==> config.mk <==
export PLATFORM = sky130hd
export DESIGN_NAME = cache_ctrl_flat
export DESIGN_NICKNAME = d
export VERILOG_FILES = /design/src/rtl/cache_ctrl_if.sv /design/src/rtl/cache_ctrl.sv /design/src/flat_wrapper.sv
export SDC_FILE = /design/constraint.sdc
export NUM_CORES = 1
export LEC_CHECK = 0
export ABC_AREA = 0
export CORE_UTILIZATION = 30
export CTS_CLUSTER_DIAMETER = 150
export DETAILED_ROUTE_END_ITERATION = 12
export SLEW_MARGIN = 20
export SYNTH_ARGS = -nofsm -noshare
export SYNTH_HDL_FRONTEND = slang
export SYNTH_SLANG_ARGS = --single-unit
==> constraint.sdc <==
create_clock -name clk -period 2.2 [get_ports clk]
set_input_delay 0.44 -clock clk [delete_from_list [all_inputs] [get_ports clk]]
set_output_delay 0.44 -clock clk [all_outputs]
set_load 0.01 [all_outputs]
==> src/rtl/cache_ctrl_if.sv <==
// cache_ctrl_if: bus bundle between cache_ctrl and its neighbours.
//   CPU side   : cpu_req/cpu_wr/cpu_addr/cpu_wdata in, cpu_rdata/cpu_done/cpu_busy out
//   Cache port : enable/ack access port; controller is the initiator
//   Memory port: req/ack word port to backing memory
//   err        : sticky timeout flag
// Modports: master = cache_ctrl view, slave = CPU/cache/memory view.
interface cache_ctrl_if;
    logic        cpu_req;
    logic        cpu_wr;
    logic [0:10] cpu_addr;
    logic [0:15] cpu_wdata;
    logic [0:15] cpu_rdata;
    logic        cpu_done;
    logic        cpu_busy;

    logic        cache_enable;
    logic [0:3]  cache_index;
    logic [0:1]  cache_word;
    logic        cache_comp;
    logic        cache_write;
    logic [0:4]  cache_tag_in;
    logic [0:15] cache_data_in;
    logic        cache_valid_in;
    logic        cache_hit;
    logic        cache_dirty;
    logic        cache_valid;
    logic [0:4]  cache_tag_out;
    logic [0:15] cache_data_out;
    logic        cache_ack;

    logic        mem_req;
    logic        mem_wr;
    logic [0:10] mem_addr;
    logic [0:15] mem_wdata;
    logic [0:15] mem_rdata;
    logic        mem_ack;

    logic        err;

    modport master (
        input  cpu_req, cpu_wr, cpu_addr, cpu_wdata,
        output cpu_rdata, cpu_done, cpu_busy,
        output cache_enable, cache_index, cache_word, cache_comp, cache_write,
               cache_tag_in, cache_data_in, cache_valid_in,
        input  cache_hit, cache_dirty, cache_valid, cache_tag_out, cache_data_out, cache_ack,
        output mem_req, mem_wr, mem_addr, mem_wdata,
        input  mem_rdata, mem_ack,
        output err
    );

    modport slave (
        output cpu_req, cpu_wr, cpu_addr, cpu_wdata,
        input  cpu_rdata, cpu_done, cpu_busy,
        input  cache_enable, cache_index, cache_word, cache_comp, cache_write,
               cache_tag_in, cache_data_in, cache_valid_in,
        output cache_hit, cache_dirty, cache_valid, cache_tag_out, cache_data_out, cache_ack,
        input  mem_req, mem_wr, mem_addr, mem_wdata,
        output mem_rdata, mem_ack,
        input  err
    );
endinterface

==> src/rtl/cache_ctrl.sv <==
// cache_ctrl: single-word CPU requests against a 16-line x 4-word cache.
// Compare access first; on a miss, write back a dirty victim line (4 words),
// fill the line from memory (4 words), then replay the compare access.
// Ports:
//   clk  - rising-edge clock
//   rst  - asynchronous active-low reset
//   bus  - cache_ctrl_if.master (CPU, cache and memory signals, err)
// Parameters: TIMEOUT (wait limit in cycles), TO_W (timeout counter width).
// Optional feature: define CACHE_CTRL_TIMEOUT_EN to bound every cache/memory
// wait; otherwise waits are unbounded and err is tied low.
module cache_ctrl #(
    parameter int unsigned TIMEOUT = 200,
    parameter int unsigned TO_W    = 8
) (
    input logic          clk,
    input logic          rst,
    cache_ctrl_if.master bus
);

    typedef enum logic [2:0] {
        IDLE, COMP, WB_RD, WB_WR, FILL_RD, FILL_WR, RETRY, DONE
    } state_t;

    state_t      r_state;
    logic        r_rel;       // strobe dropped, waiting for the ack to go low
    logic [1:0]  r_w;
    logic        r_wr;
    logic [0:4]  r_tag;
    logic [0:3]  r_index;
    logic [0:1]  r_word;
    logic [0:15] r_wdata;
    logic [0:4]  r_victim;
    logic [0:15] r_data;
    logic        r_hit;
    logic        r_evict;

    logic        r_cache_enable, r_cache_comp, r_cache_write, r_cache_valid_in;
    logic [0:3]  r_cache_index;
    logic [0:1]  r_cache_word;
    logic [0:4]  r_cache_tag_in;
    logic [0:15] r_cache_data_in;
    logic        r_mem_req, r_mem_wr;
    logic [0:10] r_mem_addr;
    logic [0:15] r_mem_wdata;
    logic [0:15] r_cpu_rdata;
    logic        r_cpu_done, r_cpu_busy;

    logic [0:4]  w_req_tag;
    logic [0:3]  w_req_index;
    logic [0:1]  w_req_word;

    assign w_req_tag   = bus.cpu_addr[0:4];
    assign w_req_index = bus.cpu_addr[5:8];
    assign w_req_word  = bus.cpu_addr[9:10];

    assign bus.cache_enable   = r_cache_enable;
    assign bus.cache_index    = r_cache_index;
    assign bus.cache_word     = r_cache_word;
    assign bus.cache_comp     = r_cache_comp;
    assign bus.cache_write    = r_cache_write;
    assign bus.cache_tag_in   = r_cache_tag_in;
    assign bus.cache_data_in  = r_cache_data_in;
    assign bus.cache_valid_in = r_cache_valid_in;
    assign bus.mem_req        = r_mem_req;
    assign bus.mem_wr         = r_mem_wr;
    assign bus.mem_addr       = r_mem_addr;
    assign bus.mem_wdata      = r_mem_wdata;
    assign bus.cpu_rdata      = r_cpu_rdata;
    assign bus.cpu_done       = r_cpu_done;
    assign bus.cpu_busy       = r_cpu_busy;

`ifdef CACHE_CTRL_TIMEOUT_EN
    logic [TO_W-1:0] r_to_cnt;
    logic            r_err;
    logic            w_waiting;
    assign w_waiting = r_cache_enable || r_mem_req;
    assign bus.err   = r_err;
`else
    assign bus.err   = 1'b0;
`endif

    // Every access phase has two halves: strobe held until ack, then strobe
    // low until the ack is seen low, after which the next strobe may rise.
    always_ff @(posedge clk or negedge rst) begin
        if (!rst) begin
            r_state          <= IDLE;
            r_rel            <= 1'b0;
            r_w              <= '0;
            r_wr             <= 1'b0;
            r_tag            <= '0;
            r_index          <= '0;
            r_word           <= '0;
            r_wdata          <= '0;
            r_victim         <= '0;
            r_data           <= '0;
            r_hit            <= 1'b0;
            r_evict          <= 1'b0;
            r_cache_enable   <= 1'b0;
            r_cache_comp     <= 1'b0;
            r_cache_write    <= 1'b0;
            r_cache_valid_in <= 1'b0;
            r_cache_index    <= '0;
            r_cache_word     <= '0;
            r_cache_tag_in   <= '0;
            r_cache_data_in  <= '0;
            r_mem_req        <= 1'b0;
            r_mem_wr         <= 1'b0;
            r_mem_addr       <= '0;
            r_mem_wdata      <= '0;
            r_cpu_rdata      <= '0;
            r_cpu_done       <= 1'b0;
            r_cpu_busy       <= 1'b0;
`ifdef CACHE_CTRL_TIMEOUT_EN
            r_to_cnt         <= '0;
            r_err            <= 1'b0;
`endif
        end else begin
            r_cpu_done  <= 1'b0;
            r_cpu_rdata <= '0;
`ifdef CACHE_CTRL_TIMEOUT_EN
            r_to_cnt <= w_waiting ? r_to_cnt + 1'b1 : '0;
            if (w_waiting && (r_to_cnt == TO_W'(TIMEOUT - 1))) begin
                r_err          <= 1'b1;
                r_cache_enable <= 1'b0;
                r_mem_req      <= 1'b0;
                r_cpu_done     <= 1'b1;
                r_cpu_busy     <= 1'b0;
                r_rel          <= 1'b0;
                r_to_cnt       <= '0;
                r_state        <= IDLE;
            end else
`endif
            case (r_state)
                IDLE: begin
                    if (bus.cpu_req && !bus.cache_ack) begin
                        r_tag            <= w_req_tag;
                        r_index          <= w_req_index;
                        r_word           <= w_req_word;
                        r_wr             <= bus.cpu_wr;
                        r_wdata          <= bus.cpu_wdata;
                        r_cpu_busy       <= 1'b1;
                        r_rel            <= 1'b0;
                        r_state          <= COMP;
                        r_cache_enable   <= 1'b1;
                        r_cache_comp     <= 1'b1;
                        r_cache_write    <= bus.cpu_wr;
                        r_cache_index    <= w_req_index;
                        r_cache_word     <= w_req_word;
                        r_cache_tag_in   <= w_req_tag;
                        r_cache_data_in  <= bus.cpu_wdata;
                        r_cache_valid_in <= 1'b0;
                    end
                end
                COMP, RETRY: begin
                    if (!r_rel) begin
                        if (bus.cache_ack) begin
                            r_cache_enable <= 1'b0;
                            r_rel          <= 1'b1;
                            // the replayed access follows a fresh fill, so it always counts as a hit
                            r_hit          <= bus.cache_hit || (r_state == RETRY);
                            r_evict        <= bus.cache_valid && bus.cache_dirty;
                            r_victim       <= bus.cache_tag_out;
                            r_data         <= bus.cache_data_out;
                        end
                    end else if (!bus.cache_ack) begin
                        r_rel <= 1'b0;
                        r_w   <= '0;
                        if (r_hit) begin
                            r_state     <= DONE;
                            r_cpu_done  <= 1'b1;
                            r_cpu_rdata <= r_wr ? '0 : r_data;
                        end else if (r_evict) begin
                            r_state          <= WB_RD;
                            r_cache_enable   <= 1'b1;
                            r_cache_comp     <= 1'b0;
                            r_cache_write    <= 1'b0;
                            r_cache_word     <= 2'd0;
                            r_cache_valid_in <= 1'b0;
                        end else begin
                            r_state    <= FILL_RD;
                            r_mem_req  <= 1'b1;
                            r_mem_wr   <= 1'b0;
                            r_mem_addr <= {r_tag, r_index, 2'd0};
                        end
                    end
                end
                WB_RD: begin
                    if (!r_rel) begin
                        if (bus.cache_ack) begin
                            r_cache_enable <= 1'b0;
                            r_rel          <= 1'b1;
                            r_data         <= bus.cache_data_out;
                        end
                    end else if (!bus.cache_ack) begin
                        r_rel       <= 1'b0;
                        r_state     <= WB_WR;
                        r_mem_req   <= 1'b1;
                        r_mem_wr    <= 1'b1;
                        r_mem_addr  <= {r_victim, r_index, r_w};
                        r_mem_wdata <= r_data;
                    end
                end
                WB_WR: begin
                    if (!r_rel) begin
                        if (bus.mem_ack) begin
                            r_mem_req <= 1'b0;
                            r_rel     <= 1'b1;
                        end
                    end else if (!bus.mem_ack) begin
                        r_rel <= 1'b0;
                        if (r_w == 2'd3) begin
                            r_w        <= '0;
                            r_state    <= FILL_RD;
                            r_mem_req  <= 1'b1;
                            r_mem_wr   <= 1'b0;
                            r_mem_addr <= {r_tag, r_index, 2'd0};
                        end else begin
                            r_w            <= r_w + 2'd1;
                            r_state        <= WB_RD;
                            r_cache_enable <= 1'b1;
                            r_cache_word   <= r_w + 2'd1;
                        end
                    end
                end
                FILL_RD: begin
                    if (!r_rel) begin
                        if (bus.mem_ack) begin
                            r_mem_req <= 1'b0;
                            r_rel     <= 1'b1;
                            r_data    <= bus.mem_rdata;
                        end
                    end else if (!bus.mem_ack) begin
                        r_rel            <= 1'b0;
                        r_state          <= FILL_WR;
                        r_cache_enable   <= 1'b1;
                        r_cache_comp     <= 1'b0;
                        r_cache_write    <= 1'b1;
                        r_cache_word     <= r_w;
                        r_cache_tag_in   <= r_tag;
                        r_cache_data_in  <= r_data;
                        r_cache_valid_in <= 1'b1;
                    end
                end
                FILL_WR: begin
                    if (!r_rel) begin
                        if (bus.cache_ack) begin
                            r_cache_enable <= 1'b0;
                            r_rel          <= 1'b1;
                        end
                    end else if (!bus.cache_ack) begin
                        r_rel <= 1'b0;
                        if (r_w == 2'd3) begin
                            r_w              <= '0;
                            r_state          <= RETRY;
                            r_cache_enable   <= 1'b1;
                            r_cache_comp     <= 1'b1;
                            r_cache_write    <= r_wr;
                            r_cache_word     <= r_word;
                            r_cache_tag_in   <= r_tag;
                            r_cache_data_in  <= r_wdata;
                            r_cache_valid_in <= 1'b0;
                        end else begin
                            r_w        <= r_w + 2'd1;
                            r_state    <= FILL_RD;
                            r_mem_req  <= 1'b1;
                            r_mem_wr   <= 1'b0;
                            r_mem_addr <= {r_tag, r_index, r_w + 2'd1};
                        end
                    end
                end
                DONE: begin
                    r_cpu_busy <= 1'b0;
                    r_state    <= IDLE;
                end
                default: r_state <= IDLE;
            endcase
        end
    end

endmodule

==> src/flat_wrapper.sv <==
// flat-port wrapper written by rule: the top's interface ports become plain ports
module cache_ctrl_flat 
#(
    parameter int unsigned TIMEOUT = 200,
    parameter int unsigned TO_W    = 8
)
  (clk, rst, bus_cpu_req, bus_cpu_wr, bus_cpu_addr, bus_cpu_wdata, bus_cpu_rdata, bus_cpu_done, bus_cpu_busy, bus_cache_enable, bus_cache_index, bus_cache_word, bus_cache_comp, bus_cache_write, bus_cache_tag_in, bus_cache_data_in, bus_cache_valid_in, bus_cache_hit, bus_cache_dirty, bus_cache_valid, bus_cache_tag_out, bus_cache_data_out, bus_cache_ack, bus_mem_req, bus_mem_wr, bus_mem_addr, bus_mem_wdata, bus_mem_rdata, bus_mem_ack, bus_err);
  cache_ctrl_if bus_i ();
  input logic clk;
  input logic rst;
  input wire logic [$bits(bus_i.cpu_req)-1:0] bus_cpu_req;
  input wire logic [$bits(bus_i.cpu_wr)-1:0] bus_cpu_wr;
  input wire logic [$bits(bus_i.cpu_addr)-1:0] bus_cpu_addr;
  input wire logic [$bits(bus_i.cpu_wdata)-1:0] bus_cpu_wdata;
  output wire logic [$bits(bus_i.cpu_rdata)-1:0] bus_cpu_rdata;
  output wire logic [$bits(bus_i.cpu_done)-1:0] bus_cpu_done;
  output wire logic [$bits(bus_i.cpu_busy)-1:0] bus_cpu_busy;
  output wire logic [$bits(bus_i.cache_enable)-1:0] bus_cache_enable;
  output wire logic [$bits(bus_i.cache_index)-1:0] bus_cache_index;
  output wire logic [$bits(bus_i.cache_word)-1:0] bus_cache_word;
  output wire logic [$bits(bus_i.cache_comp)-1:0] bus_cache_comp;
  output wire logic [$bits(bus_i.cache_write)-1:0] bus_cache_write;
  output wire logic [$bits(bus_i.cache_tag_in)-1:0] bus_cache_tag_in;
  output wire logic [$bits(bus_i.cache_data_in)-1:0] bus_cache_data_in;
  output wire logic [$bits(bus_i.cache_valid_in)-1:0] bus_cache_valid_in;
  input wire logic [$bits(bus_i.cache_hit)-1:0] bus_cache_hit;
  input wire logic [$bits(bus_i.cache_dirty)-1:0] bus_cache_dirty;
  input wire logic [$bits(bus_i.cache_valid)-1:0] bus_cache_valid;
  input wire logic [$bits(bus_i.cache_tag_out)-1:0] bus_cache_tag_out;
  input wire logic [$bits(bus_i.cache_data_out)-1:0] bus_cache_data_out;
  input wire logic [$bits(bus_i.cache_ack)-1:0] bus_cache_ack;
  output wire logic [$bits(bus_i.mem_req)-1:0] bus_mem_req;
  output wire logic [$bits(bus_i.mem_wr)-1:0] bus_mem_wr;
  output wire logic [$bits(bus_i.mem_addr)-1:0] bus_mem_addr;
  output wire logic [$bits(bus_i.mem_wdata)-1:0] bus_mem_wdata;
  input wire logic [$bits(bus_i.mem_rdata)-1:0] bus_mem_rdata;
  input wire logic [$bits(bus_i.mem_ack)-1:0] bus_mem_ack;
  output wire logic [$bits(bus_i.err)-1:0] bus_err;
  assign bus_i.cpu_req = bus_cpu_req;
  assign bus_i.cpu_wr = bus_cpu_wr;
  assign bus_i.cpu_addr = bus_cpu_addr;
  assign bus_i.cpu_wdata = bus_cpu_wdata;
  assign bus_cpu_rdata = bus_i.cpu_rdata;
  assign bus_cpu_done = bus_i.cpu_done;
  assign bus_cpu_busy = bus_i.cpu_busy;
  assign bus_cache_enable = bus_i.cache_enable;
  assign bus_cache_index = bus_i.cache_index;
  assign bus_cache_word = bus_i.cache_word;
  assign bus_cache_comp = bus_i.cache_comp;
  assign bus_cache_write = bus_i.cache_write;
  assign bus_cache_tag_in = bus_i.cache_tag_in;
  assign bus_cache_data_in = bus_i.cache_data_in;
  assign bus_cache_valid_in = bus_i.cache_valid_in;
  assign bus_i.cache_hit = bus_cache_hit;
  assign bus_i.cache_dirty = bus_cache_dirty;
  assign bus_i.cache_valid = bus_cache_valid;
  assign bus_i.cache_tag_out = bus_cache_tag_out;
  assign bus_i.cache_data_out = bus_cache_data_out;
  assign bus_i.cache_ack = bus_cache_ack;
  assign bus_mem_req = bus_i.mem_req;
  assign bus_mem_wr = bus_i.mem_wr;
  assign bus_mem_addr = bus_i.mem_addr;
  assign bus_mem_wdata = bus_i.mem_wdata;
  assign bus_i.mem_rdata = bus_mem_rdata;
  assign bus_i.mem_ack = bus_mem_ack;
  assign bus_err = bus_i.err;
  cache_ctrl #(.TIMEOUT(TIMEOUT), .TO_W(TO_W)) u_core (.clk(clk), .rst(rst), .bus(bus_i));
endmodule
**Yosys cells after proc, flatten, opt, wreduce, memory -nomap -nowiden**

Cells that the tools add are included.

- Add/sub/neg operators: 1
- Equal/unequal tests: 38
- Muxes and demuxes: 140
- Bitwise gates (word level): 2
- Reduce and logical (&&, ||, !) cells: 33

Operators with widths:

| operator | count |
|---|---|
| 2-to-1 mux 16 bit | 15 |
| 2-to-1 mux 11 bit | 12 |
| 2-to-1 mux 1 bit | 57 |
| case mux 16 bit (3 select lines) | 1 |
| case mux 11 bit (4 select lines) | 1 |
| 2-to-1 mux 2 bit | 21 |
| 2-to-1 mux 3 bit | 14 |
| AND reduction 13 bit | 3 |
| case mux 16 bit (2 select lines) | 1 |
| 2-to-1 mux 5 bit | 6 |
| inequality test 2 bit, second input constant | 13 |
| AND reduction 11 bit | 2 |
| inequality test 3 bit, second input constant | 7 |
| case mux 3 bit (7 select lines) | 1 |
| inequality test 2 x 1 -> 1 bit, second input constant | 10 |
| case mux 1 bit (4 select lines) | 4 |
| case mux 5 bit (3 select lines) | 1 |
| AND reduction 14 bit | 1 |
| AND reduction 7 bit | 2 |
| equality test 3 bit, second input constant | 4 |
| case mux 2 bit (5 select lines) | 1 |
| nonzero test 5 bit | 2 |
| nonzero test 3 bit | 3 |
| nonzero test 4 bit | 2 |
| 22 further kinds | 30 |

- Register bits after elaboration: 131
- Bits of input ports: 73
- Output and inout bits: 79

**Logic depth before layout (Yosys ltp)**

- Depth after elaboration: 5
- Gate-level depth with buffers: 8

**Worst setup path before layout**

OpenSTA, ideal clock, no wires.

- Path type: reg2reg
- From: reg u_core.r_w[0]
- To: reg u_core.r_mem_addr (netlist bit u_core.bus.mem_addr[0])
- Library setup time: 0.125 ns
- Arrival time: 1.885 ns
- Data required time: 2.075 ns
- Path slack: 0.190 ns
- Stages on the path, launching flop included: 9
- Period minus slack after synthesis: 2.010 ns
- Cells stage by stage: dfrtp_1 > ha_1 > nand2b_1 > o21ai_0 > a21oi_1 > or3b_1 > buf_2 > buf_6 > mux2_4

- Longest elaborated chain between the ends: 3
- Elaborated cells on any way between the ends: 4

RTL lines:

| what | RTL line | RTL |
|---|---|---|
| start: declaration | cache_ctrl.sv:26 | `logic [1:0] r_w;` |
| start signal: assignment | cache_ctrl.sv:218 | `r_w <= r_w + 2'd1;` |
| start signal: assignment | cache_ctrl.sv:263 | `r_w <= r_w + 2'd1;` |
| equality test 2 bit (*) | cache_ctrl.sv:211, cache_ctrl.sv:252 |  |
| inequality test 2 bit (no line) or inequality test 2 x 1 -> 1 bit (tied branches) | n/a |  |
| AND reduction 13 bit (no line) (*) | n/a |  |
| end signal: assignment | cache_ctrl.sv:199 | `r_mem_addr <= {r_victim, r_index, r_w};` |
| end signal: assignment | cache_ctrl.sv:216 | `r_mem_addr <= {r_tag, r_index, 2'd0};` |
| end signal: assignment | cache_ctrl.sv:267 | `r_mem_addr <= {r_tag, r_index, r_w + 2'd1};` |
| end: declaration | cache_ctrl.sv:43 | `logic [0:10] r_mem_addr;` |

Mark *: on every way between the ends. The rest lies on a longest branch, timed or not.
A chain may end at the register's enable or synchronous reset.

**Worst setup path in the final report**

- From: reg u_core.r_state[1]
- To: reg u_core.r_mem_addr (netlist bit u_core.bus.mem_addr[10])

- Longest elaborated chain between the ends: 4
- Elaborated cells on any way between the ends: 21

RTL lines:

| what | RTL line | RTL |
|---|---|---|
| start: declaration | cache_ctrl.sv:24 | `state_t r_state;` |
| start signal: assignment | cache_ctrl.sv:86 | `r_state <= IDLE;` |
| start signal: assignment | cache_ctrl.sv:143 | `r_state <= COMP;` |
| start signal: assignment | cache_ctrl.sv:169 | `r_state <= DONE;` |
| equality test 3 x 1 -> 1 bit or equality test 3 bit (tied branches) | cache_ctrl.sv:133 | `case (r_state)` |
| OR reduction 2 bit | cache_ctrl.sv:133 |  |
| inequality test 2 x 1 -> 1 bit (no line), or another cell as far along | n/a |  |
| AND reduction 13 bit (no line) | n/a |  |
| end signal: assignment | cache_ctrl.sv:183 | `r_mem_addr <= {r_tag, r_index, 2'd0};` |
| end signal: assignment | cache_ctrl.sv:199 |  |
| end signal: assignment | cache_ctrl.sv:216 |  |

Parallel ways exist; a longest one is shown, timed or not.

==> impl_metrics.csv <==
group,metric,value,unit
run_status,status,"complete, but fails checks",
run_status,violations,"hold timing",
final_layout,ff_latch_area,0.00328,mm²
global_route,grt_usage,16.8,%
synthesis,ys_seq_elements,131,
worst_setup_path,critPathArrivalTime,2.36,ns
clocking,clk_pin_slew_worst_paths,0.06,ns
route,ant_nets,0,
clocking,worstSkewPairLatency,0.42,ns
power,vdd_drop_max,0.000636,V
final_layout,drive_gt1_share,20.9,%
worst_setup_path,crit_required,2.50,ns
synthesis,ys_warn_count,0,
global_route,grt_pass1_wl,26.3,mm
timing,rsz0062_at_grt,"no",
synthesis,syn_inst,549,
power,power.leakage,4.09,nW
clocking,cts.path.max_buffers,2,
route,drc_errors,0,
timing,hold_viol,1,
synthesis,ys_types,49,
final_layout,num_antenna_cells,0,
timing,finalClockSkew,0.0151,ns
route,drt-total-wl,16.9,mm
timing,clock.fmax,484,MHz
power,cellPowerDensity,1260,mW/mm²
worst_setup_path,critPathKind,"register to register",
floorplan,die_h,145,µm
timing,drv_slew,0,
timing,holdWs,-0.00414,ns
floorplan,rows,51,
final_layout,multiInputGateArea,0.00264,mm²
global_route,grt_pass1_vias,4937,
power,clkPwrFrac,26.9,%
final_layout,n_fill_cell,1825,
job,max_cap_viol_count,0,
place,io_buffer_count,150,
synthesis,synth.cell_area,0.00612,mm²
worst_setup_path,reg2reg_slack,0.13,ns
power,power.switching_fraction,35.2,%
route,vias,4842,
synthesis,synth_nets,623,
global_route,grt_max_degree,74,
route,drtIter0Drc,230,
power,p_int,7.26,mW
final_layout,nets,801,
place,gp_congestion,0.884,
floorplan,num_io_pins,152,
clocking,clock-sinks,131,
final_layout,area_growth,45.2,%
clocking,cts.htree.levels,4,
global_route,overflow,0,
clocking,cts_tree,"built",
clocking,hold_buffers,0,
floorplan,die_w,145,µm
timing,setup_viol,0,
floorplan,core-area,0.0197,mm²
synthesis,synth_area_per_cell,11.2,µm²
floorplan,dieArea,0.0210,mm²
route,vias_per_cell,4.82,
worst_setup_path,cp_max_fo,13,
place,dpl_cell_area,0.00826,mm²
worst_hold_path,hold_class,"primary input to asynchronous set/reset pin",
power,switchingPower,3.95,mW
route,routedWlPerCell,16.8,µm
timing,fin_crit_sh,93.9,%
timing,fin_crit,2.07,ns
clocking,numCtsBuffers,17,
synthesis,seq_area_frac_synth,53.5,%
final_layout,fin_area,0.00889,mm²
power,total_power,11.2,mW
worst_setup_path,critPathCaptureType,"register",
power,combPwrFrac,41.0,%
place,dpl.hpwl,12.4,mm
power,p_seq_share,32.1,%
floorplan,initial_core_util,31.1,%
route,drt_first_pass_iters,5,
worst_setup_path,startpoint_type,"register",
global_route,antenna_found_initial,0,
final_layout,final_core_util,45.1,%
clocking,cts-root-buf,"clkbuf_16",
==> state kept, by name, summed over array words and instances (netlist names), 3 cells and up <==
signal,count
u_core.bus.cache_data_in,16
u_core.bus.cache_tag_in,5
u_core.bus.cpu_rdata,16
u_core.bus.mem_addr,11
u_core.bus.mem_wdata,16
u_core.r_data,16
u_core.r_index,4
u_core.r_state,3
u_core.r_tag,5
u_core.r_victim,5
u_core.r_wdata,16
==> what timing repair did <==
action	CTS	global route
resized for setup	0	1
setup endpoints to repair	0	3
setup buffers	0	0
==> layout by cell type, fill, tap and decap left out, types with 3 or more instances in the layout <==
cell             synthesis  final
nand3_1                  4      4
o221ai_1                 3      3
nor2b_1                  4      4
o211ai_1                 3      3
nor2_1                  29     29
mux2i_1                 42     42
nand3b_1                 4      4
a22oi_1                  4      4
mux2_4                   8      8
a21oi_1                 35     35
inv_1                    8      8
mux2_1                   3      3
inv_6                    0      6
clkdlybuf4s50_1          0    149
buf_4                    6     36
nand2b_1                 9      8
clkbuf_16                0     17
mux2_2                  61     61
bufinv_16                0      3
buf_12                   0     10
and2_1                  20     20
nand2_1                 56     56
dfrtp_1                131    130
o21ai_0                 51     50
a211oi_1                 3      3
==> worst max-delay path: stages (launching register included) <==
cell,delay [ns]
dfrtp_1,0.44
nor2b_1,0.19
a22oi_1,0.20
o221ai_1,0.17
or3b_1,0.45
buf_12,0.18
mux2_1,0.31
==> through the flow <==
stage | setup slack [ns] | hold slack [ns] | instances | setup TNS, ns
after global placement | -0.158 | 0.458 | 973 | -5.28
final | 0.134 | -0.00414 | 1005 | 0
after floorplan | 0.190 | 0.144 | 549 | 0
after detailed placement | -0.179 | 0.464 | 973 | -5.08
after global routing | 0.0111 | 0.0120 | 1005 | 0
after CTS | 0.121 | 0.0142 | 1005 | 0
==> cell families after synthesis <==
| logic type | after synthesis | share of synthesized area, % |
|---|---|---|
| mux | 114 | 20.6 |
| other cells | 1 | 0.0612 |
| compound gates | 118 | 11.2 |
| fa+ha+maj | 1 | 0.204 |
| simple gates | 138 | 10.8 |
| flops | 131 | 53.5 |
| buf+inv | 46 | 3.53 |
==> worst paths after layout <==
path / startpoint / end / cells past startpoint
hold reg to reg: u_core.bus.cpu_busy / u_core.bus.cpu_busy / 2
max in group asynchronous: rst / u_core.r_state[0] / 2
hold / removal: rst / u_core.bus.cache_write / 2
setup / recovery: u_core.r_state[1] / u_core.bus.mem_addr[10] / 6
setup reg to reg: u_core.r_state[1] / u_core.bus.mem_addr[10] / 6
min in group clk: u_core.bus.cpu_busy / u_core.bus.cpu_busy / 2
==> cell usage after synthesis, drive strengths merged <==
library cell,instances,share of area [%]
clkbuf,17,1.0
o32ai,2,0.29
o2bb2a,1,0.16
inv,9,0.55
a2111oi,1,0.14
o31ai,2,0.25
o2111ai,2,0.29
nand2,56,3.4
and3,2,0.20
o2111a,1,0.18
o22a,1,0.14
a221oi,1,0.14
nand4,1,0.10
o221ai,3,0.43
o22ai,1,0.10
o311ai,1,0.14
dfrtp,131,54
o21ai,53,4.3
a22oi,4,0.49
a22o,2,0.29
a21oi,35,2.9
or3b,2,0.29
mux2,72,14
nor2,30,2.0
a21o,1,0.12
a211oi,3,0.37
o211ai,3,0.37
nand3,4,0.33
nor2b,4,0.41
mux2i,42,6.9
nor3,2,0.16
and2b,1,0.12
ha,1,0.20
and3b,1,0.14
nand3b,4,0.49
nand2b,9,0.92
nor3b,2,0.25
a21boi,1,0.12
buf,20,1.9
conb,1,0.061
and2,20,2.0
==> power groups by stage <==
stage	Clock, mW	Sequential [mW]	Combinational, mW
finish	3.02	3.60	4.60
CTS	3.08	3.61	4.66
detailed placement	0	3.64	4.64
global placement	0	3.62	4.61
floorplan	0	3.65	2.55
global route	3.19	3.71	5.06
==> metal layers <==
layer,vias up,routed length (µm),global-route usage [%]
li1,2295,-,-
met1,2402,7550,21.3
met2,125,8310,27.6
met3,20,779,4.41
met4,0,237,5.60
met5,-,0,0
==> layout make-up <==
class,instances,share of cell area [%]
tap,265,3.73
clock buffer,18,4.94
multi-input combinational,372,29.7
clock inverter,14,2.13
sequential,131,36.9
inverter,9,0.380
timing repair buffer,196,22.2
(Power assumes the default switching activity.)
